## config.mk

```make
export PLATFORM = sky130hd
export DESIGN_NAME = pixel_port_arbiter
export DESIGN_NICKNAME = d
export VERILOG_FILES = /design/src/rtl/pixel_port_arbiter.sv
export SDC_FILE = /design/constraint.sdc
export NUM_CORES = 1
export LEC_CHECK = 0
export ABC_CLOCK_PERIOD_IN_PS = 2000
export BUFFER_PORTS_ARGS = -buffer_cell sky130_fd_sc_hd__buf_2
export CAP_MARGIN = 20
export CORE_ASPECT_RATIO = 1.75
export CORE_UTILIZATION = 42
export DETAILED_ROUTE_END_ITERATION = 12
export PLACE_DENSITY_LB_ADDON = 0.2
export SYNTH_ARGS = -nofsm -noshare
export SYNTH_HDL_FRONTEND = slang
export SYNTH_SLANG_ARGS = --single-unit
```

## constraint.sdc

```tcl
create_clock -name iClk -period 2 [get_ports iClk]
set_input_delay 0.1 -clock iClk [delete_from_list [all_inputs] [get_ports iClk]]
set_output_delay 0.1 -clock iClk [all_outputs]
set_load 0.05 [all_outputs]
```

## src/rtl/pixel_port_arbiter.sv

```systemverilog
// Round-robin arbiter sharing the VGA pixel port and canvas memory port
// between the drawing and RAM datapaths, with bounded bursts and turnaround.
module pixel_port_arbiter #(
    parameter int SCREEN_WIDTH  = 160,
    parameter int SCREEN_HEIGHT = 120,
    parameter int MAX_BURST     = 25,
    localparam int XW = $clog2(SCREEN_WIDTH) + 1,
    localparam int YW = $clog2(SCREEN_HEIGHT) + 1
) (
    input  logic          iClk,
    input  logic          iResetn,
    input  logic          iReq_draw,
    input  logic [XW-1:0] iX_draw,
    input  logic [YW-1:0] iY_draw,
    input  logic [2:0]    iColour_draw,
    input  logic [14:0]   iAddress_draw,
    input  logic          iWren_draw,
    input  logic          iReq_ram,
    input  logic [XW-1:0] iX_ram,
    input  logic [YW-1:0] iY_ram,
    input  logic [2:0]    iColour_ram,
    input  logic [14:0]   iAddress_ram,
    input  logic          iWren_ram,
    output logic          oGnt_draw,
    output logic          oGnt_ram,
    output logic [XW-1:0] oX_pixel,
    output logic [YW-1:0] oY_pixel,
    output logic [2:0]    oColour,
    output logic          oPlot,
    output logic [14:0]   oAddress,
    output logic          oWren,
    output logic [1:0]    oOwner
);

    localparam int CW = $clog2(MAX_BURST + 1);
    localparam logic [CW-1:0] MAX_CNT = CW'(MAX_BURST);

    typedef enum logic [1:0] {
        S_IDLE     = 2'b00,
        S_OWN_DRAW = 2'b01,
        S_OWN_RAM  = 2'b10,
        S_SWITCH   = 2'b11
    } state_t;

    state_t        state_q, state_d;
    logic          last_ram_q, last_ram_d;
    logic [CW-1:0] cnt_q, cnt_d, cnt_inc;
    logic          gnt_draw_q, gnt_draw_d;
    logic          gnt_ram_q, gnt_ram_d;
    logic [XW-1:0] x_q, x_d;
    logic [YW-1:0] y_q, y_d;
    logic [2:0]    colour_q, colour_d;
    logic [14:0]   addr_q, addr_d;
    logic          plot_q, plot_d;
    logic          wren_q, wren_d;
    logic [1:0]    owner_q, owner_d;
    logic          acc_draw, acc_ram;

    always_comb begin
        acc_draw   = gnt_draw_q & iReq_draw;
        acc_ram    = gnt_ram_q & iReq_ram;
        cnt_inc    = cnt_q;
        state_d    = state_q;
        last_ram_d = last_ram_q;
        cnt_d      = cnt_q;

        // Saturating beat count; the MAX_BURST-th beat itself triggers the hand-off
        if ((acc_draw | acc_ram) && (cnt_q != MAX_CNT))
            cnt_inc = cnt_q + CW'(1);

        unique case (state_q)
            S_IDLE: begin
                if (iReq_draw && iReq_ram)
                    state_d = last_ram_q ? S_OWN_DRAW : S_OWN_RAM;
                else if (iReq_draw)
                    state_d = S_OWN_DRAW;
                else if (iReq_ram)
                    state_d = S_OWN_RAM;
            end
            S_OWN_DRAW: begin
                cnt_d = cnt_inc;
                if (!iReq_draw || ((cnt_inc == MAX_CNT) && iReq_ram)) begin
                    state_d    = iReq_ram ? S_SWITCH : S_IDLE;
                    last_ram_d = 1'b0;
                    cnt_d      = '0;
                end
            end
            S_OWN_RAM: begin
                cnt_d = cnt_inc;
                if (!iReq_ram || ((cnt_inc == MAX_CNT) && iReq_draw)) begin
                    state_d    = iReq_draw ? S_SWITCH : S_IDLE;
                    last_ram_d = 1'b1;
                    cnt_d      = '0;
                end
            end
            S_SWITCH: begin
                state_d = last_ram_q ? S_OWN_DRAW : S_OWN_RAM;
            end
            default: state_d = S_IDLE;
        endcase

        gnt_draw_d = (state_d == S_OWN_DRAW);
        gnt_ram_d  = (state_d == S_OWN_RAM);
        // Owner is delayed one cycle so it lines up with the beat on the outputs
        owner_d    = state_q;

        x_d      = x_q;
        y_d      = y_q;
        colour_d = colour_q;
        addr_d   = addr_q;
        plot_d   = 1'b0;
        wren_d   = 1'b0;
        if (acc_draw) begin
            x_d      = iX_draw;
            y_d      = iY_draw;
            colour_d = iColour_draw;
            addr_d   = iAddress_draw;
            plot_d   = 1'b1;
            wren_d   = iWren_draw;
        end else if (acc_ram) begin
            x_d      = iX_ram;
            y_d      = iY_ram;
            colour_d = iColour_ram;
            addr_d   = iAddress_ram;
            plot_d   = 1'b1;
            wren_d   = iWren_ram;
        end
    end

    always_ff @(posedge iClk) begin
        if (!iResetn) begin
            state_q    <= S_IDLE;
            last_ram_q <= 1'b1;
            cnt_q      <= '0;
            gnt_draw_q <= 1'b0;
            gnt_ram_q  <= 1'b0;
            x_q        <= '0;
            y_q        <= '0;
            colour_q   <= '0;
            addr_q     <= '0;
            plot_q     <= 1'b0;
            wren_q     <= 1'b0;
            owner_q    <= 2'b00;
        end else begin
            state_q    <= state_d;
            last_ram_q <= last_ram_d;
            cnt_q      <= cnt_d;
            gnt_draw_q <= gnt_draw_d;
            gnt_ram_q  <= gnt_ram_d;
            x_q        <= x_d;
            y_q        <= y_d;
            colour_q   <= colour_d;
            addr_q     <= addr_d;
            plot_q     <= plot_d;
            wren_q     <= wren_d;
            owner_q    <= owner_d;
        end
    end

    assign oGnt_draw = gnt_draw_q;
    assign oGnt_ram  = gnt_ram_q;
    assign oX_pixel  = x_q;
    assign oY_pixel  = y_q;
    assign oColour   = colour_q;
    assign oPlot     = plot_q;
    assign oAddress  = addr_q;
    assign oWren     = wren_q;
    assign oOwner    = owner_q;

endmodule

```

==> flow_summary_export.csv, run 1 <==
group,metric,value,unit
outcome,status,"complete, but fails checks",
outcome,violations,"negative setup slack",
power,ir_drop,666.3,uV
sta,finalCritPeriodShare,104.9,%
synth,syn_inst,307,
route,vias,2802,
global_routing,grtUsageTotal,24.56,%
floorplanning,dieHeight,103.0,um
power,leakagePower,1.498,nW
placement,place_hpwl,5204,um
route,first_iter_violations,177,
critical_path,crit_buf_inv,3,
synth,synth_fp_nets,389,
critical_path,end_kind,"flop",
worst_hold_path,min_to,"oY_pixel[3]",
critical_path,slowest_delay,0.50,ns
power,power_frac_seq,35.6,%
cts,cts_inserted_buffers,5,
power,p_switching,0.001598,W
route,wl_per_cell,14.18,um
power,internal_power,0.001946,W
cells_and_area,ff_latch_area,985.9,sq um
critical_path,r2r_start,"cnt_q[1]",
cells_and_area,area_delta_synth_final,37.95,%
power,p_total,0.003544,W
cts,cts_tree,"built",
critical_path,critPathKind,"reg -> reg",
sta,min_period,2.097,ns
sta,tightestPinTransition,0.4950,ns
critical_path,regToRegSetupSlack,-0.1,ns
route,wl,7162,um
power,power_density,1050,nW/um^2
synth,yosysUniqueCellTypes,47,
placement,dp_slack,-0.1418,ns
cells_and_area,fin_nets,510,
sta,report.final.slew_viol_count,0,
synth,syn-mean-instance-area,7.968,sq um
sta,worst_slack,-0.09746,ns
cells_and_area,fin_util,60.42,%
sta,rsz0062_at_grt,"yes",
sta,hold_slack,0.07234,ns
critical_path,critPathTopFamily,"simple AND/OR/NAND/NOR gates",
synth,syn-cell-area,2446,sq um
synth,synthFlopType,"dfxtp_1",
worst_hold_path,min_path_cells,3,
global_routing,grt_pass1_wl,11770,um
critical_path,slowest_stage,"or4_4",
cts,htreeDepth,2,
cells_and_area,fillers,563,
cells_and_area,n_antenna_cell,0,
floorplanning,die_width,59.69,um
critical_path,critPathLaunchType,"flop",
placement,portBuffers,116,
synth,ys_ff_latch,49,
synth,ys_async_sr_fraction,0,%
global_routing,antenna_found_initial,0,
global_routing,grt_pass1_vias,2663,
floorplanning,dieArea,6145,sq um
global_routing,grt_max_degree,56,
synth,synth_edf_count,0,
cells_and_area,drive_gt1_share,38.69,%
route,ant_nets,0,
worst_hold_path,hold_start,"iY_draw[3]",
floorplanning,ios,117,
route,viasPerCell,5.549,
sta,hold_viol,0,
critical_path,crit_arrival,2.27,ns
run,maxCapViolCount,0,
worst_hold_path,holdCritPathClass,"in -> reg",
placement,place_inst,496,
synth,ys_warn_count,0,
floorplanning,initial_utilization,43.79,%
cells_and_area,multi_input_area,1379,sq um
floorplanning,core.rowCount,36,
synth,ys_seq_area_share,40.10,%
critical_path,rr_worst_depth,8,
critical_path,crit_chain,"inv_2 > ha_4 > inv_4 > or4_4 > a222oi_1 > buf_4 > nor3b_4 > nor4_1",
route,first_pass_iters,4,
cts,clk_pin_slew,0.09,ns
cts,clk_latency,0.30,ns
placement,gp_congestion,0.9025,
sta,slew_headroom,66.05,%
sta,final.setup_skew,0.01142,ns
cells_and_area,fin_cells,505,
cts,cts_buffer_depth,2,
route,drc,0,
critical_path,crit_fanout,4,
sta,setup_violations,6,
critical_path,r2r_end,"cnt_q[4]",
sta,fmax,476.8,MHz
floorplanning,coreArea,5585,sq um
cts,cts_root_buffer,"clkbuf_8",
global_routing,overflow,0,
power,switching_share,45.09,%
power,combPwrFrac,47.5,%
critical_path,crit_required,2.17,ns
power,pwr-share-clk,16.9,%
cts,clkSinkCount,49,
[cells in the final DEF (no fill, tap or decap), drive strengths merged, types with 2 or more instances in the layout]
cell type / synthesis / final
clkbuf: 21 / 6
clkinv: 1 / 2
o22ai: 2 / 2
a222oi: 2 / 2
nand2b: 3 / 3
nor2: 41 / 41
dfxtp: 49 / 49
nor4: 3 / 3
a22oi: 2 / 2
nor3: 2 / 2
inv: 7 / 8
a21o: 2 / 2
o21ai: 10 / 10
o211ai: 2 / 2
o2111ai: 2 / 2
buf: 5 / 140
a21oi: 4 / 4
mux2i: 3 / 3
a311oi: 35 / 35
ha: 6 / 6
nand2: 45 / 45
nand3: 38 / 38
nor2b: 2 / 2
[cells by family after synthesis]
| group | count (synthesis) | share of synthesized area, % |
|---|---|---|
| AOI/OAI and AO/OA | 71 | 23.27 |
| xor gates and xnor gates | 1 | 0.3581 |
| adders and majority gates | 6 | 3.069 |
| buffers and inverters | 34 | 5.473 |
| DFF | 49 | 40.10 |
| muxes | 3 | 1.228 |
| and+or+nand+nor | 143 | 26.50 |
[final cells by class]
class | instances | area share (%)
Multi-Input combinational cell | 224 | 40.86
Clock buffer | 6 | 2.447
Tap cell | 76 | 2.818
Timing Repair Buffer | 140 | 23.29
Inverter | 8 | 0.9640
Clock inverter | 2 | 0.4079
Sequential cell | 49 | 29.22
[cells in the mapped netlist (all sizes together) (2+ instances only)]
cell | instances | share of area (%)
a21o | 2 | 0.61
a21oi | 4 | 0.82
a222oi | 2 | 0.82
a22oi | 2 | 0.82
a311oi | 35 | 13
buf | 5 | 1.0
clkbuf | 21 | 3.2
dfxtp | 49 | 40
ha | 6 | 3.1
inv | 7 | 1.1
mux2i | 3 | 1.2
nand2 | 45 | 6.9
nand2b | 3 | 0.77
nand3 | 38 | 7.8
nor2 | 41 | 6.3
nor2b | 2 | 0.51
nor3 | 2 | 0.41
nor4 | 3 | 0.77
o2111ai | 2 | 0.72
o211ai | 2 | 0.61
o21ai | 10 | 2.0
o22ai | 2 | 0.51
[how the worst max path moves through the flow]
stage / startpoint / end / slack [ns] / depth (start not counted)
after detailed placement: cnt_q[1] / oGnt_ram / -0.14 / 9
after floorplan: cnt_q[1] / oGnt_draw / -0.1 / 7
after global placement: cnt_q[1] / oGnt_draw / -0.10 / 9
after CTS: cnt_q[1] / cnt_q[0] / -0.13 / 8
final: cnt_q[1] / cnt_q[4] / -0.1 / 8
after global routing: cnt_q[1] / oGnt_draw / -0.22 / 9
[registers in the layout, indices dropped and copies added (netlist names)]
name / cells
oPlot: 1
oColour: 3
oOwner: 2
oWren: 1
cnt_q: 5
oGnt_draw: 1
oAddress: 15
oGnt_ram: 1
oX_pixel: 9
last_ram_q: 1
oY_pixel: 8
owner_d: 2
[timing repair]
action | in CTS | in global routing
hold buffers | 0 | 0
gates resized for setup | 3 | 3
pin swaps | 4 | 2
cloned | 0 | 0
setup buffers | 1 | 1
setup endpoints to repair | 6 | 8
[per-layer routing]
layer  GRT usage, %  share of wire (%)  vias up
met5              0                  0        -
met3          4.391                4.2       13
li1               -                  -     1375
met1          28.64                 41     1324
met4          12.70                2.2        0
met2          41.79                 53       90
[per-stage QoR]
step | TNS, ns | cell area [sq um]
finish | -0.3774 | 3374
floorplan | -0.3138 | 2469
global placement | -0.2544 | 3241
detailed placement | -0.4939 | 3241
global route | -1.170 | 3374
CTS | -0.5443 | 3356
[tightest hold or removal path, delay by kind of cell]
kind / cells / cell delay (ns)
and+or+nand+nor: 1 / 0.09
buffers and inverters: 1 / 0.10
AOI/OAI and AO/OA: 1 / 0.05
[power by group through the flow]
stage | clock [W] | sequential [W] | combinational, W
after floorplan | 0 | 0.00185 | 0.000623
after global placement | 0 | 0.00128 | 0.00166
after detailed placement | 0 | 0.00128 | 0.00167
after CTS | 0.000616 | 0.00126 | 0.00167
after global routing | 0.000669 | 0.00129 | 0.00182
final | 0.000599 | 0.00126 | 0.00168
Note: power is estimated with default switching activity, not from simulation.
==> run 2, diff against run 1 <==
Settings changed: ABC_CLOCK_PERIOD_IN_PS 2000 to 2600, CAP_MARGIN 20 to 0, CORE_UTILIZATION 42 to 50, SLEW_MARGIN set to 5.
Clock period 2 ns to 2.6 ns, I/O delays scaled along.
==> flow_summary_export.csv, run 2 (synthesis gave the netlist of run 1 again) <==
group,metric,value,unit
critical_path,crit_required,2.75,ns
global_routing,grt_pass1_vias,2484,
worst_hold_path,hold_start,"iResetn",
sta,report.final.slew_viol_count,0,
floorplanning,ios,117,
global_routing,grtUsageTotal,28.49,%
critical_path,r2r_start,"cnt_q[1]",
cts,htreeDepth,2,
route,ant_nets,0,
cells_and_area,largest_reg_flops,15,
global_routing,overflow,0,
critical_path,r2r_end,"cnt_q[0]",
cells_and_area,fillers,435,
global_routing,grt_max_degree,50,
sta,hold_viol,0,
cells_and_area,drive_gt1_share,33.09,%
critical_path,critPathLaunchType,"flop",
power,leakagePower,1.396,nW
critical_path,end_kind,"flop",
critical_path,crit_buf_inv,3,
critical_path,crit_fanout,5,
run,maxCapViolCount,0,
sta,final.setup_skew,0.007877,ns
placement,gp_congestion,0.8380,
critical_path,slowest_stage,"or4_1",
power,ir_drop,711.6,uV
critical_path,rr_worst_depth,8,
sta,final.setup.tns,0,ns
floorplanning,dieArea,5187,sq um
worst_hold_path,min_path_cells,2,
cells_and_area,layout_commonest_cell,"buf_2",
route,vias,2708,
cts,clkSinkCount,49,
floorplanning,core.rowCount,33,
global_routing,grt_pass1_wl,10900,um
placement,place_hpwl,4765,um
cells_and_area,area_delta_synth_final,30.08,%
sta,min_period,2.262,ns
cts,clk_pin_slew,0.09,ns
sta,slew_headroom,48.39,%
sta,setup_violations,0,
critical_path,slowest_delay,0.54,ns
floorplanning,dieHeight,94.53,um
global_routing,antenna_found_initial,0,
worst_hold_path,holdCritPathClass,"in -> reg",
cts,cts_root_buffer,"clkbuf_8",
floorplanning,initial_utilization,51.97,%
placement,portBuffers,116,
route,viasPerCell,5.849,
cells_and_area,fin_cells,463,
sta,tightestPinTransition,0.7730,ns
cts,clk_latency,0.30,ns
route,first_pass_iters,5,
cts,cts_inserted_buffers,5,
cts,hold_buffers,0,
worst_hold_path,min_to,"last_ram_q",
critical_path,critPathTopFamily,"simple AND/OR/NAND/NOR gates",
floorplanning,coreArea,4707,sq um
cells_and_area,fin_util,67.60,%
route,wl,6857,um
critical_path,regToRegSetupSlack,0.34,ns
critical_path,crit_chain,"inv_1 > ha_1 > clkinv_1 > or4_1 > a222oi_1 > buf_4 > nor3b_2 > nor4_1",
outcome,status,"completed",
route,first_iter_violations,70,
sta,finalCritPeriodShare,86.99,%
critical_path,critPathKind,"reg -> reg",
power,p_total,0.002836,W
critical_path,crit_arrival,2.41,ns
cts,cts_buffer_depth,2,
sta,rsz0062_at_grt,"no",
placement,place_inst,455,
cts,cts_resized,0,
route,wl_per_cell,14.81,um
cells_and_area,fin_nets,492,
power,power_density,891.3,nW/um^2
route,drc,0,
cells_and_area,n_antenna_cell,0,
sta,fmax,442.1,MHz
cts,cts_tree,"built",
cts,cts_setup_buffers,0,
floorplanning,die_width,54.87,um
cells_and_area,layout_common_cells,"buf_2 (116), dfxtp_1 (49), nand2_1 (44)",
run 2: worst max-delay path by stage:
stage	start	end	cells after the start
floorplan	oGnt_draw	oGnt_draw	5
global placement	cnt_q[1]	cnt_q[0]	8
detailed placement	cnt_q[1]	cnt_q[0]	8
CTS	cnt_q[1]	cnt_q[0]	8
global route	cnt_q[1]	cnt_q[0]	8
finish	cnt_q[1]	cnt_q[0]	8
run 2: area by class of cell:
class                   count  area, sq um  area share [%]
multi-input cells         224         1334           41.92
flip-flops and latches     49        980.9           30.83
repair buffers            122        638.1           20.06
clock buffers               5        68.82           2.163
clock inverters             3        65.06           2.045
well taps                  52        65.06           2.045
inverters                   8        30.03          0.9438
run 2: power by group:
group	internal, W	switching (W)	total [W]
Combinational	0.000346	0.000878	0.00122
Sequential	0.000890	0.0000841	0.000974
Clock	0.000382	0.000256	0.000638
Total	0.00162	0.00122	0.00284
run 2: routing by layer:
metal  routed length (um)  track usage [%]  share of wire, %  vias to the layer above
met5                    0                0                 0                        -
met4                  116            10.68               1.7                        0
met3                  348            7.890               5.1                       11
met2                 3669            48.69                54                       97
met1                 2722            31.85                40                     1271
li1                     -                -                 -                     1329
run 2: metrics by stage:
stage,area (sq um),setup WS (ns),hold slack [ns]
3_5_place_dp,3048,0.4087,0.3840
2_1_floorplan,2446,0.2832,0.2108
5_1_grt,3182,0.1506,0.08090
6_report,3182,0.3383,0.08234
4_1_cts,3182,0.3733,0.07239
3_3_place_gp,3048,0.4414,0.3809
